[config.mk]
export PLATFORM = sky130hd
export DESIGN_NAME = muldiv_seq_flat
export DESIGN_NICKNAME = d
export VERILOG_FILES = /design/src/rtl/muldiv_seq_pkg.sv /design/src/rtl/muldiv_seq_if.sv /design/src/rtl/muldiv_seq_cneg.sv /design/src/rtl/muldiv_seq.sv /design/src/flat_wrapper.sv
export SDC_FILE = /design/constraint.sdc
export NUM_CORES = 1
export LEC_CHECK = 0
export BUFFER_PORTS_ARGS = -buffer_cell sky130_fd_sc_hd__buf_2
export CAP_MARGIN = 10
export CORE_UTILIZATION = 30
export CTS_CLUSTER_DIAMETER = 50
export DETAILED_ROUTE_END_ITERATION = 12
export PLACE_DENSITY = 0.44
export SYNTH_ARGS = -nofsm -noshare
export SYNTH_HDL_FRONTEND = slang
export SYNTH_SLANG_ARGS = --single-unit
[constraint.sdc]
create_clock -name clk -period 5.3 [get_ports clk]
set_clock_uncertainty 0.05 [all_clocks]
set_input_delay 1.59 -clock clk [delete_from_list [all_inputs] [get_ports clk]]
set_output_delay 1.59 -clock clk [all_outputs]
set_load 0.01 [all_outputs]
[src/rtl/muldiv_seq_pkg.sv]
// muldiv_seq_pkg: shared RV32M encodings, sequencer states and signedness helpers.
package muldiv_seq_pkg;
  localparam int MULDIV_ITER = 32;
  localparam logic [2:0] F3_MUL    = 3'b000;
  localparam logic [2:0] F3_MULH   = 3'b001;
  localparam logic [2:0] F3_MULHSU = 3'b010;
  localparam logic [2:0] F3_MULHU  = 3'b011;
  localparam logic [2:0] F3_DIV    = 3'b100;
  localparam logic [2:0] F3_DIVU   = 3'b101;
  localparam logic [2:0] F3_REM    = 3'b110;
  localparam logic [2:0] F3_REMU   = 3'b111;
  typedef enum logic [1:0] {
    MD_IDLE = 2'd0,
    MD_CALC = 2'd1,
    MD_DONE = 2'd2
  } md_state_e;
  function automatic logic rs1_signed(logic [2:0] f);
    return f == F3_MULH || f == F3_MULHSU || f == F3_DIV || f == F3_REM;
  endfunction
  function automatic logic rs2_signed(logic [2:0] f);
    return f == F3_MULH || f == F3_DIV || f == F3_REM;
  endfunction
endpackage

[src/rtl/muldiv_seq_if.sv]
// muldiv_seq_if: execute-stage request/result bundle for the multiply/divide sequencer.
interface muldiv_seq_if #(parameter int XLEN = 32);
  logic            start;
  logic [2:0]      funct3;
  logic [XLEN-1:0] rs1;
  logic [XLEN-1:0] rs2;
  logic            flush;
  logic            stall;
  logic            valid_out;
  logic [XLEN-1:0] result;
  modport master (output start, funct3, rs1, rs2, flush, input stall, valid_out, result);
  modport slave (input start, funct3, rs1, rs2, flush, output stall, valid_out, result);
endinterface

[src/rtl/muldiv_seq_cneg.sv]
// muldiv_cneg: conditional two's-complement negate.
module muldiv_cneg #(parameter int W = 32) (
  input  logic [W-1:0] a_i,
  input  logic         neg_i,
  output logic [W-1:0] y_o
);
  assign y_o = neg_i ? -a_i : a_i;
endmodule

[src/rtl/muldiv_seq.sv]
// muldiv_seq: multi-cycle RV32M sequencer, shift-add multiply and restoring divide on magnitudes.
module muldiv_seq
  import muldiv_seq_pkg::*;
#(
  parameter int XLEN = MULDIV_ITER
) (
  input logic         clk,
  input logic         rst,
  muldiv_seq_if.slave bus
);
  localparam int CW = $clog2(XLEN);
  md_state_e         state_q, state_d;
  logic [2:0]        f3_q, f3_d;
  logic [XLEN-1:0]   opnd_q, opnd_d;
  logic [2*XLEN-1:0] acc_q, acc_d;
  logic [XLEN:0]     rem_q, rem_d;
  logic              sa_q, sa_d, sb_q, sb_d;
  logic [CW-1:0]     cnt_q, cnt_d;
  logic [XLEN-1:0]   res_q, res_d;
  logic              is_div_i, is_div_q, sa, sb, div0, ovf, ok, fix_neg;
  logic [XLEN-1:0]   a_mag, b_mag, spec_res, quo_nxt, fin;
  logic [XLEN:0]     msum, shl, rem_nxt;
  logic [XLEN+1:0]   diff;
  logic [2*XLEN-1:0] mul_nxt, step_acc, fix_in, fixed;
  assign is_div_i = bus.funct3[2];
  assign sa       = rs1_signed(bus.funct3) & bus.rs1[XLEN-1];
  assign sb       = rs2_signed(bus.funct3) & bus.rs2[XLEN-1];
  muldiv_cneg #(.W(XLEN)) u_neg_a (.a_i(bus.rs1), .neg_i(sa), .y_o(a_mag));
  muldiv_cneg #(.W(XLEN)) u_neg_b (.a_i(bus.rs2), .neg_i(sb), .y_o(b_mag));
  assign div0     = is_div_i & (bus.rs2 == '0);
  assign ovf      = (bus.funct3 == F3_DIV || bus.funct3 == F3_REM)
                    & (bus.rs1 == {1'b1, {(XLEN-1){1'b0}}}) & (bus.rs2 == '1);
  assign spec_res = div0 ? (bus.funct3[1] ? bus.rs1 : '1) : (bus.funct3[1] ? '0 : bus.rs1);
  // multiplier sits in the low half and shifts out as the product shifts in
  assign msum     = {1'b0, acc_q[2*XLEN-1:XLEN]} + (acc_q[0] ? {1'b0, opnd_q} : '0);
  assign mul_nxt  = {msum, acc_q[XLEN-1:1]};
  // dividend occupies the low half and is consumed MSB first as quotient bits fill in
  assign shl      = {rem_q[XLEN-1:0], acc_q[XLEN-1]};
  assign diff     = {1'b0, shl} - {2'b0, opnd_q};
  assign ok       = ~diff[XLEN+1];
  assign rem_nxt  = ok ? diff[XLEN:0] : shl;
  assign quo_nxt  = {acc_q[XLEN-2:0], ok};
  assign is_div_q = f3_q[2];
  assign step_acc = is_div_q ? {acc_q[2*XLEN-1:XLEN], quo_nxt} : mul_nxt;
  assign fix_in   = is_div_q ? {{XLEN{1'b0}}, f3_q[1] ? rem_nxt[XLEN-1:0] : quo_nxt} : mul_nxt;
  assign fix_neg  = (is_div_q & f3_q[1]) ? sa_q : sa_q ^ sb_q;
  muldiv_cneg #(.W(2*XLEN)) u_neg_r (.a_i(fix_in), .neg_i(fix_neg), .y_o(fixed));
  assign fin      = (f3_q == F3_MUL || is_div_q) ? fixed[XLEN-1:0] : fixed[2*XLEN-1:XLEN];
  always_comb begin
    state_d = state_q;
    f3_d    = f3_q;
    opnd_d  = opnd_q;
    acc_d   = acc_q;
    rem_d   = rem_q;
    sa_d    = sa_q;
    sb_d    = sb_q;
    cnt_d   = cnt_q;
    res_d   = res_q;
    unique case (state_q)
      MD_IDLE: if (bus.start && !bus.flush) begin
        f3_d    = bus.funct3;
        sa_d    = sa;
        sb_d    = sb;
        opnd_d  = is_div_i ? b_mag : a_mag;
        acc_d   = {{XLEN{1'b0}}, is_div_i ? a_mag : b_mag};
        rem_d   = '0;
        cnt_d   = '0;
        res_d   = (div0 || ovf) ? spec_res : res_q;
        state_d = (div0 || ovf) ? MD_DONE : MD_CALC;
      end
      MD_CALC: if (bus.flush) begin
        state_d = MD_IDLE;
      end else begin
        acc_d = step_acc;
        rem_d = rem_nxt;
        cnt_d = cnt_q + 1'b1;
        if (cnt_q == CW'(XLEN-1)) begin
          state_d = MD_DONE;
          res_d   = fin;
        end
      end
      default: state_d = MD_IDLE;
    endcase
  end
  always_ff @(posedge clk) begin
    if (rst) begin
      state_q <= MD_IDLE;
      f3_q    <= '0;
      opnd_q  <= '0;
      acc_q   <= '0;
      rem_q   <= '0;
      sa_q    <= 1'b0;
      sb_q    <= 1'b0;
      cnt_q   <= '0;
      res_q   <= '0;
    end else begin
      state_q <= state_d;
      f3_q    <= f3_d;
      opnd_q  <= opnd_d;
      acc_q   <= acc_d;
      rem_q   <= rem_d;
      sa_q    <= sa_d;
      sb_q    <= sb_d;
      cnt_q   <= cnt_d;
      res_q   <= res_d;
    end
  end
  assign bus.stall     = (state_q == MD_IDLE && bus.start && !bus.flush) || state_q == MD_CALC;
  assign bus.valid_out = state_q == MD_DONE && !bus.flush;
  assign bus.result    = res_q;
endmodule

[src/flat_wrapper.sv]
// flat-port wrapper written by rule: the top's interface ports become plain ports
module muldiv_seq_flat import muldiv_seq_pkg::*;
#(
  parameter int XLEN = MULDIV_ITER
)
  (clk, rst, bus_start, bus_funct3, bus_rs1, bus_rs2, bus_flush, bus_stall, bus_valid_out, bus_result);
  muldiv_seq_if #(.XLEN(XLEN)) bus_i ();
  input logic clk;
  input logic rst;
  input wire logic [$bits(bus_i.start)-1:0] bus_start;
  input wire logic [$bits(bus_i.funct3)-1:0] bus_funct3;
  input wire logic [$bits(bus_i.rs1)-1:0] bus_rs1;
  input wire logic [$bits(bus_i.rs2)-1:0] bus_rs2;
  input wire logic [$bits(bus_i.flush)-1:0] bus_flush;
  output wire logic [$bits(bus_i.stall)-1:0] bus_stall;
  output wire logic [$bits(bus_i.valid_out)-1:0] bus_valid_out;
  output wire logic [$bits(bus_i.result)-1:0] bus_result;
  assign bus_i.start = bus_start;
  assign bus_i.funct3 = bus_funct3;
  assign bus_i.rs1 = bus_rs1;
  assign bus_i.rs2 = bus_rs2;
  assign bus_i.flush = bus_flush;
  assign bus_stall = bus_i.stall;
  assign bus_valid_out = bus_i.valid_out;
  assign bus_result = bus_i.result;
  muldiv_seq #(.XLEN(XLEN)) u_core (.clk(clk), .rst(rst), .bus(bus_i));
endmodule
==> metrics.yaml, run 1 <==
status:
  status: "finished clean"
worst_setup_path:
  crit_fanout: 8
  cp_common_cell: "buf_4"
  crit_chain: "inv_1 > ha_2 > nand2_1 > nor2_1 > o2111ai_1 > a31oi_2 > buf_4 > o21ai_0 > nor4_1 > o22ai_1 > o21ai_0 > nor4_2 > buf_4 > nand4b_1 > mux2_2 > o21ai_2 > buf_4 > a211oi_1"
  worstSetupPathType: "flop to flop"
  arrival_ns: 5.41
  path_buf_inv: 4
  cp_top_family: "compound AO/OA/AOI/OAI gates"
  cpPeakStageDelay_ns: 0.78
  critPathSlowestCell: "nor4_1"
  start_kind: "flop"
  crit_required_ns: 5.61
  worstSetupEndpointType: "flop"
finish:
  nets: 2726
  design_area_um2: 19900
  drive_above_1_share_pct: 15.7
  fillers: 6013
  antenna_cells: 0
  area_growth_pct: 18.0
global_routing:
  grt_max_degree: 99
  track_usage_pct: 28.6
  grt_pass1_wl_um: 120000
  grt-ovfl-total: 0
  grt_pass1_vias: 17614
  grt_antenna_before_repair: 0
power:
  p_seq_share_pct: 28.0
  power.density_nw_per_um2: 255
  p_switching_mw: 2.25
  ir_drop_uv: 197
  p_comb_share_pct: 47.4
  p_int_mw: 2.82
  clkPwrFrac_pct: 24.6
  power_leakage_nw: 7.91
  p_sw_share_pct: 44.3
cts:
  cts.sinks: 172
  cts-hold-fix-buffers: 0
  cts_inserted_buffers: 17
  tritoncts: "yes"
  insertion_delay_ns: 0.50
  path_clk_slew_ns: 0.07
  htreeDepth: 4
  cts-root-buf: "clkbuf_16"
  postCtsSetupBuffers: 0
  cts_buffer_depth: 2
detailed_routing:
  met1Wirelength_um: 39100
  dr.max_layer_used: "met4"
  drt_iter0_markers: 2120
  viasPerCell: 5.76
  met3_length_um: 4180
  dr.pass1.iters: 6
  drtAntennaViolNets: 0
  wl_per_cell_um: 24.5
  vias: 19277
  routed-wl-met2_um: 35200
  drc: 0
  drt_wl_total_um: 82000
timing:
  worstMarginPinSlew_ns: 1.04
  hold_violations: 0
  setup_viol: 0
  finalCritPeriodShare_pct: 96.2
  rsz0062_at_grt: "no"
  maxSlewViolCount: 0
  fin_setup_tns_ns: 0
  maxSlewHeadroom_pct: 29.6
  clock.fmax_ghz: 0.196
  finalCriticalPeriod_ns: 5.10
logic_synthesis:
  ys.flop_type: "dfxtp_1"
  yosys_register_bits: 172
  ys_seq_area_share_pct: 20.5
  synth_warnings: 0
  syn_nets: 2569
  syn_area_um2: 16800
  syn_area_per_cell_um2: 6.93
  synthDistinctLibCells: 92
  async_flop_share_pct: 0
  netlist_instances: 2426
  synth_edf_count: 0
hold_path:
  hold_path_class: "flop to flop"
floorplan:
  die_y_um: 239
  fp-row-count: 86
  dieWidth_um: 239
  start_util_pct: 30.5
  die-area_um2: 57000
  core-area_um2: 55200
  io_pins: 105
run:
  drv_cap: 0
placement:
  port_buffers: 104
  gp_congestion: 0.936
  place_area_um2: 19300
  dpl.hpwl_um: 64800
-- layer usage --
metal	vias to the layer above	track usage [%]
met5	-	0
met4	0	13.0
met3	99	3.18
met2	646	42.5
met1	9359	41.0
li1	9173	-
-- sequential cells by signal, summed over array words and instances, names as in the netlist --
name and flops:
u_core.rem_q 32, u_core.sb_q 1, u_core.acc_q 64, u_core.cnt_q 5
u_core.sa_q 1, u_core.opnd_q 32, u_core.f3_q 3, u_core.bus.result 32
u_core.state_q 2
-- kinds of logic (layout without fill, tap and decap cells) --
logic type | count (synthesis) | count (layout) | synth area share (%)
xor+xnor | 133 | 133 | 6.92
mux | 52 | 52 | 3.18
fa+ha+maj | 94 | 94 | 6.75
compound gates | 815 | 815 | 31.1
buf+inv | 225 | 395 | 5.19
flops | 172 | 172 | 20.5
simple gates | 935 | 935 | 26.4
-- final timing paths --
path	startpoint	endpoint	slack, ns	depth (start not counted)
setup reg to reg	u_core.opnd_q[12]	u_core.bus.result[12]	0.20	18
setup / recovery	u_core.opnd_q[12]	u_core.bus.result[12]	0.20	18
hold reg to reg	u_core.sb_q	u_core.sb_q	0.41	2
hold / removal	u_core.sb_q	u_core.sb_q	0.41	2
-- final cells by class --
cell class	instances	area [µm²]	area share [%]
repair buffers	303	2080	10.5
clock inverters	12	88.8	0.447
clock buffers	20	447	2.25
flip-flops and latches	172	3450	17.4
well taps	748	936	4.71
inverters	60	225	1.13
multi-input cells	2029	12600	63.6
-- stage by stage --
step                total power, mW  setup slack (ns)  util (%)  cells  hold WS, ns
CTS                            5.04            0.0553      35.9   3344        0.412
detailed placement             3.78           -0.0975      34.9   3312        0.401
global placement               3.79            -0.104      34.9   3312        0.394
floorplan                      2.71             0.383         -   2426        0.386
finish                         5.07             0.201      36.0   3344        0.413
global route                   5.30            0.0238      36.0   3344        0.443
-- cell usage in the layout (no fill, tap or decap), types with 9 or more instances in the layout --
cell       count
xnor2_1       67
dfxtp_1      170
a21oi_1      295
ha_1          69
clkbuf_16     17
or2_2          9
a211oi_1      33
nand4_1       35
o22ai_1       15
a22oi_1       38
nand2b_1      15
a211o_1       11
maj3_1        22
nand2_1      267
o21ai_0      135
inv_1         58
nor2_1       310
or4_1          9
and3_1        28
o211ai_1      39
o31ai_1       24
or3_1         25
o21a_1        17
and2_1        42
nor3_1        50
nand3_1       43
xor2_1        64
buf_2        103
a21o_1        27
nor4_1        16
mux2i_1       43
nor2b_1       35
a311oi_1      12
a31oi_1       23
a221oi_1      26
o21bai_1      12
buf_4        194
-- worst min-delay path: cells and delay by family, from the launching register on --
| family | cells | cell delay, ns |
|---|---|---|
| AOI/OAI and AO/OA | 1 | 0.05 |
| and+or+nand+nor | 1 | 0.05 |
| DFF | 1 | 0.31 |
-- synth_stat cells, drive strengths merged, types with 8 or more instances --
| cell | instances | share of area [%] |
|---|---|---|
| mux2i | 43 | 2.6 |
| nand3 | 44 | 1.3 |
| nor2 | 314 | 7.0 |
| o21ai | 140 | 4.2 |
| a22oi | 40 | 1.8 |
| xor2 | 65 | 3.4 |
| a211o | 11 | 0.57 |
| nand2 | 268 | 6.0 |
| o211a | 8 | 0.48 |
| nor4 | 21 | 1.0 |
| a21o | 27 | 1.2 |
| dfxtp | 172 | 20 |
| a311oi | 14 | 0.77 |
| and3 | 28 | 1.0 |
| a31oi | 24 | 0.93 |
| a221oi | 28 | 1.5 |
| xnor2 | 68 | 3.5 |
| nand4 | 36 | 1.4 |
| mux2 | 9 | 0.62 |
| nor3 | 54 | 1.6 |
| or3 | 26 | 0.97 |
| clkbuf | 121 | 2.7 |
| a21oi | 295 | 8.8 |
| nand2b | 16 | 0.59 |
| and2 | 42 | 1.6 |
| inv | 59 | 1.3 |
| or4 | 11 | 0.54 |
| a211oi | 36 | 1.7 |
| nor2b | 36 | 1.3 |
| maj3 | 22 | 1.3 |
| buf | 44 | 1.1 |
| ha | 70 | 5.2 |
| or2 | 10 | 0.37 |
| o31ai | 24 | 1.1 |
| o21a | 17 | 0.76 |
| o31a | 8 | 0.42 |
| o311ai | 9 | 0.47 |
| o211ai | 40 | 1.8 |
| o22ai | 15 | 0.56 |
| o21bai | 12 | 0.54 |
-- power groups by stage --
stage	registers (mW)	clock network (mW)	logic, mW
final	1.42	1.25	2.40
after global routing	1.42	1.32	2.56
after CTS	1.42	1.28	2.35
after detailed placement	1.45	0	2.33
after global placement	1.45	0	2.34
after floorplan	1.41	0	1.30
-- timing repair --
item                                    CTS  global route
endpoints found under the setup margin    1            21
pin swaps                                 0             2
gates cloned                              0             0
resized for setup                         1            17
(Power assumes the default switching activity.)
==> inputs of run 2 (changes only) <==
- SYNTH_HIERARCHICAL: unset -> 1
==> metrics.yaml, run 2 <==
finish:
  mostFrequentLayoutCell: "buf_4"
  nets: 2784
  largest_reg_flops: 64
  regMostFlops: "u_core/acc_q"
  drive_above_1_share_pct: 27.2
  fin_util_pct: 40.5
  final_cell_mix: "buf_4, nand2_1, nor2_1"
  area_growth_pct: 32.9
  antenna_cells: 0
  fillers: 5614
timing:
  setup_viol: 3
  hold_violations: 0
  worstMarginPinSlew_ns: 1.19
  fin_setup_tns_ns: -0.0877
  maxSlewViolCount: 0
  finalCritPeriodShare_pct: 101
  rsz0062_at_grt: "yes"
  maxSlewHeadroom_pct: 20.2
  fin_ws_ns: -0.0656
  finalCriticalPeriod_ns: 5.37
  clock.fmax_ghz: 0.186
  timing.hold.ws_ns: 0.415
floorplan:
  io_pins: 105
  core-area_um2: 54000
  dieWidth_um: 236
  fp-row-count: 85
  die_y_um: 236
  start_util_pct: 30.5
  die-area_um2: 55800
power:
  p_int_mw: 3.01
  p_comb_share_pct: 44.2
  p_switching_mw: 1.99
  p_sw_share_pct: 39.8
  ir_drop_uv: 263
  power.density_nw_per_um2: 229
  power_leakage_nw: 8.47
  p_seq_share_pct: 27.9
  clkPwrFrac_pct: 27.9
status:
  status: "finished with violations"
  violations: "negative setup slack"
logic_synthesis:
  yosysMostFrequentCell: "nand2_1"
  synth_top_area_cell: "dfxtp_1"
  synth_common_cells: "nand2_1, nor2_1, a21oi_1, dfxtp_1, xnor2_1"
  yosys_register_bits: 172
  yosys.area_share.simple_pct: 25.8
  synth-compound-area-share_pct: 29.3
  ys_seq_area_share_pct: 20.9
  netlist_instances: 2296
  ys.flop_type: "dfxtp_1"
  syn_nets: 2438
  synth-xor-area-share_pct: 8.89
  synthAdderAreaFrac_pct: 5.49
  synth_area_leaders: "dfxtp_1, xnor2_1, nand2_1, a21oi_1, nor2_1"
  synth_top_family_by_area: "compound AO/OA/AOI/OAI gates"
  syn_area_um2: 16500
  synth_warnings: 6
  synthMuxAreaShare_pct: 3.73
  synth_edf_count: 0
  async_flop_share_pct: 0
  synthDistinctLibCells: 88
  synth.top_cell.area_share_pct: 20.9
  syn_area_per_cell_um2: 7.17
placement:
  dpl.hpwl_um: 56900
  port_buffers: 104
  dp_worst_setup_slack_ns: -0.496
  gp_congestion: 0.906
worst_setup_path:
  worstSetupPathType: "flop to flop"
  cp_common_cell: "buf_6"
  start_kind: "flop"
  crit_chain: "inv_2 > ha_4 > a21o_1 > a311o_1 > o21ai_4 > a31oi_4 > a211o_4 > buf_6 > buf_6 > buf_6 > buf_6 > o21ai_2 > o22ai_2 > a31o_4 > or4_4 > nor2_4 > nand4b_4 > clkbuf_16 > o31ai_1 > xnor2_1 > nand2_1 > a21oi_1 > a21oi_1 > a211oi_1"
  arrival_ns: 5.70
  rr_worst_depth: 24
  critPathSlowestCell: "or4_4"
  cpPeakStageDelay_ns: 0.56
  crit_fanout: 6
  worstSetupEndpointType: "flop"
  crit_required_ns: 5.63
detailed_routing:
  wl_per_cell_um: 22.0
  vias: 18649
  dr.pass1.iters: 5
  viasPerCell: 5.57
  drt_wl_total_um: 73700
  drc: 0
  drtAntennaViolNets: 0
  drt_iter0_markers: 1455
cts:
  path_clk_slew_ns: 0.08
  cts-root-buf: "clkbuf_16"
  cts.sinks: 172
  insertion_delay_ns: 0.48
  cts-hold-fix-buffers: 0
  cts_buffer_depth: 2
  tritoncts: "yes"
  htreeDepth: 4
  cts_inserted_buffers: 17
run:
  drv_cap: 0
global_routing:
  grt_max_degree: 91
  grt_antenna_before_repair: 1
  grt_pass1_vias: 17018
  track_usage_pct: 25.3
  grt-ovfl-total: 0
  grt_pass1_wl_um: 107000
hold_path:
  hold_path_class: "flop to flop"
  min_path_cells: 2
run 2: metal layers:
metal | wire length, µm | track usage [%]
met1 | 34000 | 34.9
met2 | 34000 | 40.8
met3 | 3320 | 2.55
met4 | 2370 | 9.19
met5 | 10 | 0
run 2: final cells by class:
| class | instances | area [µm²] | share of cell area (%) |
|---|---|---|---|
| multi-input combinational | 1895 | 13100 | 60.0 |
| tap | 696 | 871 | 3.98 |
| inverter | 72 | 270 | 1.24 |
| sequential | 172 | 3460 | 15.8 |
| clock inverter | 15 | 195 | 0.892 |
| timing repair buffer | 484 | 3530 | 16.2 |
| clock buffer | 17 | 425 | 1.95 |
run 2: stage by stage:
step | instances | total power [mW] | cell area, µm²
6_report | 3351 | 5.00 | 21900
5_1_grt | 3351 | 5.22 | 21900
4_1_cts | 3323 | 4.76 | 20800
3_5_place_dp | 3288 | 3.30 | 19900
3_3_place_gp | 3288 | 3.30 | 19900
2_1_floorplan | 2296 | 2.42 | 16500
run 2: kinds of logic after synthesis:
| kind of cell | count (synthesis) |
|---|---|
| xor gates and xnor gates | 167 |
| and+or+nand+nor | 878 |
| muxes | 61 |
| AOI/OAI and AO/OA | 718 |
| buffers and inverters | 229 |
| DFF | 172 |
| adders and majority gates | 71 |
run 2: worst paths after layout:
path                            slack [ns]              endpoint             start
worst max-delay path                 -0.07  u_core/bus.result[3]  u_core/opnd_q[8]
worst min-delay path                  0.41      u_core/acc_q[59]  u_core/acc_q[59]
worst max register to register       -0.07  u_core/bus.result[3]  u_core/opnd_q[8]
worst min register to register        0.41      u_core/acc_q[59]  u_core/acc_q[59]
run 2: critical path: cells and delay by family, from the launching register on:
family                     cells  cell delay, ns
and+or+nand+nor                4            0.98
xor gates and xnor gates       1            0.17
buffers and inverters          6            0.74
adders and majority gates      1            0.21
DFF                            1            0.35
AOI/OAI and AO/OA             12            2.76
run 2: timing repair:
action,in CTS,in global routing
buffers inserted,3,26
resized for setup,63,165
pin swaps,28,87
setup endpoints to repair,32,32
cloned,0,3
run 2: power groups by stage:
stage / combinational, mW / clock, mW / sequential, mW
finish: 2.21 / 1.40 / 1.39
global route: 2.35 / 1.48 / 1.40
CTS: 1.94 / 1.43 / 1.39
detailed placement: 1.88 / 0 / 1.42
global placement: 1.88 / 0 / 1.42
floorplan: 1.01 / 0 / 1.41
